===== config.mk =====
export PLATFORM = sky130hd
export DESIGN_NAME = fetch
export DESIGN_NICKNAME = d
export VERILOG_FILES = /design/src/rtl/fetch_pkg.sv /design/src/rtl/fetch_queue.sv /design/src/rtl/fetch.sv
export SDC_FILE = /design/constraint.sdc
export NUM_CORES = 1
export LEC_CHECK = 0
export BUFFER_PORTS_ARGS = -buffer_cell sky130_fd_sc_hd__buf_2
export CORE_UTILIZATION = 40
export DETAILED_ROUTE_END_ITERATION = 7
export GPL_TIMING_DRIVEN = 1
export PLACE_DENSITY = 0.67
export SKIP_CTS_REPAIR_TIMING = 1
export SYNTH_ARGS = -nofsm -noshare
export SYNTH_HDL_FRONTEND = slang
export SYNTH_SLANG_ARGS = --single-unit

===== constraint.sdc =====
create_clock -name CLK -period 8.35 [get_ports CLK]
set_input_delay 1.67 -clock CLK [delete_from_list [all_inputs] [get_ports CLK]]
set_output_delay 1.67 -clock CLK [all_outputs]
set_load 0.02 [all_outputs]

===== src/rtl/fetch_pkg.sv =====
// fetch_pkg: constants and types shared by the fetch and decode stages.
package fetch_pkg;
   localparam logic [31:0] NOP_INST = 32'h0000_0013;
   localparam logic [6:0] OP_LUI = 7'b0110111;
   localparam logic [6:0] OP_AUIPC = 7'b0010111;
   localparam logic [6:0] OP_JAL = 7'b1101111;
   localparam logic [6:0] OP_JALR = 7'b1100111;
   localparam logic [6:0] OP_BRANCH = 7'b1100011;
   localparam logic [6:0] OP_LOAD = 7'b0000011;
   localparam logic [6:0] OP_STORE = 7'b0100011;
   localparam logic [6:0] OP_IMM = 7'b0010011;
   localparam logic [6:0] OP_REG = 7'b0110011;
   typedef struct packed {
      logic [31:0] pc;
      logic [31:0] data;
   } entry_t;
   function automatic logic [31:0] word_align(input logic [31:0] a);
      return {a[31:2], 2'b00};
   endfunction
endpackage


===== src/rtl/fetch_queue.sv =====
// fetch_queue: circular buffer of fetched words; entries fill in request order.
module fetch_queue
   import fetch_pkg::*;
#(
   parameter int DEPTH = 4,
   localparam int CW = $clog2(DEPTH) + 1
) (
   input  logic          clk,
   input  logic          rst_n,
   input  logic          clear,
   input  logic          push,
   input  logic [31:0]   push_pc,
   input  logic          fill,
   input  logic [31:0]   fill_data,
   input  logic          pop,
   output logic [31:0]   head_pc,
   output logic [31:0]   head_data,
   output logic          head_filled,
   output logic [CW-1:0] count,
   output logic [CW-1:0] unfilled
);
   localparam int PW = $clog2(DEPTH);
   entry_t mem_q [DEPTH];
   entry_t mem_d [DEPTH];
   logic [PW-1:0] head_q, head_d, tail_q, tail_d, fptr_q, fptr_d;
   logic [CW-1:0] count_q, count_d, unf_q, unf_d;
   logic do_fill, do_pop;

   // filled entries are always a contiguous run starting at the head
   assign head_filled = count_q > unf_q;
   assign head_pc = mem_q[head_q].pc;
   assign head_data = mem_q[head_q].data;
   assign count = count_q;
   assign unfilled = unf_q;

   always_comb begin
      mem_d = mem_q;
      do_fill = fill && unf_q != '0;
      do_pop = pop && head_filled;
      head_d = head_q + PW'(do_pop);
      tail_d = tail_q + PW'(push);
      fptr_d = fptr_q + PW'(do_fill);
      count_d = count_q + CW'(push) - CW'(do_pop);
      unf_d = unf_q + CW'(push) - CW'(do_fill);
      if (push) mem_d[tail_q] = '{pc: push_pc, data: NOP_INST};
      if (do_fill) mem_d[fptr_q].data = fill_data;
      if (clear) begin
         head_d = '0;
         tail_d = '0;
         fptr_d = '0;
         count_d = '0;
         unf_d = '0;
      end
   end

   always_ff @(posedge clk or negedge rst_n) begin
      if (!rst_n) begin
         head_q <= '0;
         tail_q <= '0;
         fptr_q <= '0;
         count_q <= '0;
         unf_q <= '0;
      end else begin
         head_q <= head_d;
         tail_q <= tail_d;
         fptr_q <= fptr_d;
         count_q <= count_d;
         unf_q <= unf_d;
      end
   end

   always_ff @(posedge clk) mem_q <= mem_d;
endmodule


===== src/rtl/fetch.sv =====
// fetch: program counter, in-order instruction reads and head-of-queue presentation to decode.
module fetch
   import fetch_pkg::*;
#(
   parameter logic [31:0] START_ADDR = 32'h0000_0000,
   parameter int DEPTH = 4
) (
   input  logic        CLK,
   input  logic        RST,
   input  logic        FLUSH,
   input  logic [31:0] FLUSH_PC,
   input  logic        STALL,
   output logic        MEM_WAIT,
   output logic [31:0] INST_PC,
   output logic [31:0] INST_DATA,
   output logic        INST_RDEN,
   output logic [31:0] INST_RDADDR,
   input  logic        INST_RDREADY,
   input  logic        INST_RDVALID,
   input  logic [31:0] INST_RDDATA
);
   localparam int CW = $clog2(DEPTH) + 1;
   localparam int SW = CW + 1;
   logic [31:0] pc_q, pc_d, head_pc, head_data;
   logic [CW-1:0] discard_q, discard_d, count, unfilled;
   logic [SW-1:0] inflight, stale;
   logic head_filled, pop, accept, fill;

   fetch_queue #(.DEPTH(DEPTH)) u_queue (
      .clk(CLK),
      .rst_n(RST),
      .clear(FLUSH),
      .push(accept),
      .push_pc(pc_q),
      .fill(fill),
      .fill_data(INST_RDDATA),
      .pop(pop),
      .head_pc(head_pc),
      .head_data(head_data),
      .head_filled(head_filled),
      .count(count),
      .unfilled(unfilled)
   );

   assign MEM_WAIT = !head_filled;
   assign INST_PC = head_filled ? head_pc : '0;
   assign INST_DATA = head_filled ? head_data : NOP_INST;
   assign INST_RDADDR = pc_q;

   always_comb begin
      pop = head_filled && !STALL && !FLUSH;
      inflight = {1'b0, count} - SW'(pop) + {1'b0, discard_q};
      INST_RDEN = RST && !FLUSH && inflight < SW'(DEPTH);
      accept = INST_RDEN && INST_RDREADY;
      fill = INST_RDVALID && discard_q == '0 && !FLUSH;
      // on redirect every unfilled entry becomes a stale response to swallow
      stale = {1'b0, discard_q} + {1'b0, unfilled};
      pc_d = accept ? pc_q + 32'd4 : pc_q;
      discard_d = discard_q - CW'(INST_RDVALID && discard_q != '0);
      if (FLUSH) begin
         pc_d = word_align(FLUSH_PC);
         discard_d = CW'(stale - SW'(INST_RDVALID && stale != '0));
      end
   end

   always_ff @(posedge CLK or negedge RST) begin
      if (!RST) begin
         pc_q <= START_ADDR;
         discard_q <= '0;
      end else begin
         pc_q <= pc_d;
         discard_q <= discard_d;
      end
   end
endmodule


==> impl_metrics.toml <==
[setup_path]
reg2reg_slack_ps = 3920
cp_max_fo = 58
cp_data_arrival_time_ps = 3830
regToRegStartpoint = "u_queue.unfilled[1]"
r2r-end = "u_queue.unfilled[2]"
startpoint_type = "primary input"
worstPathRequired_ps = 6680
critical_path_class = "in2out"
cp-end-kind = "primary output"
rr_worst_depth = 18

[synth]
avgSynthCellArea_sq_um = 11.2
synth_cell_types = 57
yosys.area.top_type = "edfxtp_1"
synth_top_family_by_area = "simple AND/OR/NAND/NOR gates"
ys_ff_latch = 293
syn-instance-count = 1160
synth-xor-area-share = 0.0101
yosys.area_share.adder = 0.0267
synth_compound_area_frac = 0.0914
yosys.area_share.simple = 0.162
synth_top_area_frac = 0.276
synth_mux_area_frac = 0.113
synth_area_leaders = "edfxtp_1 28%, dfxtp_1 20%, mux4_2 11%"
synth-seq-area-share = 0.559
synth_ff_type = "dfxtp_1"
synth-async-reset-ratio = 0.154
synth_edf_count = 120
synth_area_sq_um = 13000
ys_warn_count = 0

[timing]
slew-limit-headroom = 0.256
setup_tns_ps = 0
setup_viol = 0
max_freq_mhz = 182
fin_crit_sh = 0.659
period_minus_slack_ps = 5500
hold_viol = 0
worstMarginPinSlew_ps = 1120
clock_skew_ps = 26.5
slew_viol_final = 0
grt_setup_unrepaired = "false"

[floorplan]
start_util = 0.410
fp.dieH_um = 183
coreArea_sq_um = 31800
core.rowCount = 65
dieArea_sq_um = 33300
die_w_um = 183
boundaryPins = 168

[clocking]
clkTransAtPathRegs_ps = 60
cts-buffers-inserted = 30
cts_root_buffer = "clkbuf_16"
cts_tree = "built"
htree_levels = 1
cts.path.max_buffers = 3
tritoncts_num_sinks = 293
clkLatencyLatePin_ps = 560

[cells_and_area]
multi_input_area_sq_um = 5290
seqCellArea_sq_um = 7300
final_common_cell = "nand2_1"
final_cell_mix = "252 x nand2_1, 161 x buf_2, 128 x dfxtp_1"
nets = 1391
nFillCells = 2833
syn_to_final_growth_pct = 16.6
final_layout_size_suffix_gt1_frac = 0.236

[status]
status = "completed"

[detailed_routing]
dr.pass1.iters = 5
via_per_inst = 5.24
ant_nets = 0
first_iter_violations = 586
vias = 9196
drt-total-wl_um = 31600
drc = 0
post_drt_wl_per_cell_um = 18.0

[grt]
track_usage = 0.191
grt_util_met1 = 0.253
grt_pass1_vias = 9142
overflow = 0
antenna_found_initial = 3
grt_pass1_wl_um = 49800
grtUsageMet3 = 0.0291
grt_max_degree = 65
top_usage_layer = "met2"
grt_use_met2 = 0.317

[placed_design]
port_buffers = 161
globalplace.congestion = 0.799
hpwl_um = 19100

[power]
powerDensity_nw_per_um2 = 288
seqPwrFrac = 0.410
p_leak_uw = 0.00569
p_sw_uw = 1430
sw_frac_of_total = 0.325
p_int_uw = 2960
total_power_uw = 4380
clockPowerShare = 0.311
combPwrFrac = 0.279
max-vdd-ir-drop_mv = 0.174

[min_path]
holdPathStages = 2
hp-class = "reg2reg"
hold_start = "u_queue.mem_q[8]"
min_to = "u_queue.mem_q[8]"

[run]
maxCapViolations = 0
## through the flow
step           cells  cell area [sq um]  utilization  hold slack (ps)  setup slack [ps]
2_1_floorplan   1163              13100            -              425              3150
3_3_place_gp    1698              14200        0.446              435              2840
3_5_place_dp    1698              14200        0.446              440              2850
4_1_cts         1752              15200        0.478              450              2840
5_1_grt         1754              15200        0.478              468              2690
6_report        1755              15200        0.478              452              2850
## power by group through the flow
stage | clock (uW) | combinational, uW | sequential [uW]
finish | 1360 | 1220 | 1800
global route | 1460 | 1340 | 1820
CTS | 1390 | 1240 | 1800
detailed placement | 0 | 1230 | 1830
global placement | 0 | 1220 | 1820
floorplan | 0 | 851 | 1800
## logic make-up after synthesis
| logic type | after synthesis |
|---|---|
| simple gates | 439 |
| mux | 70 |
| compound gates | 204 |
| fa+ha+maj | 26 |
| flops | 293 |
| other cells | 1 |
| xor+xnor | 15 |
| buf+inv | 112 |
## synth_stat cells, types with 2 or more instances
cell       instances
o31a_1             3
and2_1             5
and3b_1            4
xor2_1             7
o21ai_0          125
clkbuf_1          31
dfrtp_1           45
mux2i_1            7
o2111ai_1          2
nor3_2             2
o21ai_1           11
a211o_1            4
o211ai_2           2
fa_1               3
and3_1             6
or2_2              3
a21boi_0           3
o211ai_1           6
buf_2             34
inv_1             35
nor4_4             3
nand3_1           17
nand2_1          252
nand4_1           13
dfxtp_1          128
buf_1              5
nor2_1            35
buf_4              5
a22oi_1            4
nor3_1            15
mux4_2            62
edfxtp_1         120
nor3b_1            2
nor4_1             5
xnor2_1            8
nor2b_1           68
ha_1              23
a21o_1             7
a21oi_1           23
or3_1              2
a221o_1            9
## area by class of cell
class                      instances  share of cell area
antenna                            3            0.000494
multi-input combinational        758               0.348
clock inverter                    13              0.0120
timing repair buffer             176              0.0604
inverter                          36             0.00889
tap                              435              0.0358
sequential                       293               0.480
clock buffer                      41              0.0547
## metal layers
metal / vias to the layer above / share of wire
met2: 246 / 0.48
met3: 52 / 0.054
met1: 4515 / 0.44
met4: 0 / 0.025
met5: - / 0
li1: 4383 / -
## registers in the layout, summed over array words and instances (netlist names)
register	count
u_queue.head_q	2
u_queue.unfilled	3
u_queue.tail_q	2
INST_RDADDR	30
discard_q	3
u_queue.fptr_q	2
u_queue.mem_q	248
u_queue.count	3
## worst max path at each step
stage / start / to
after global placement: FLUSH / INST_RDEN
after global routing: FLUSH / INST_RDEN
after detailed placement: FLUSH / INST_RDEN
after CTS: FLUSH / INST_RDEN
after floorplan: FLUSH / INST_RDEN
final: FLUSH / INST_RDEN
## worst max-delay path, stage by stage
cell and delay [ps]:
buf_2 70, buf_4 510, nor3_1 150, ha_1 210, inv_1 50, ha_1 210, and3b_1 240, o211ai_1 200
o41ai_1 90, and3_1 220, buf_2 170
No activity file was read; power rests on OpenSTA's default activity.
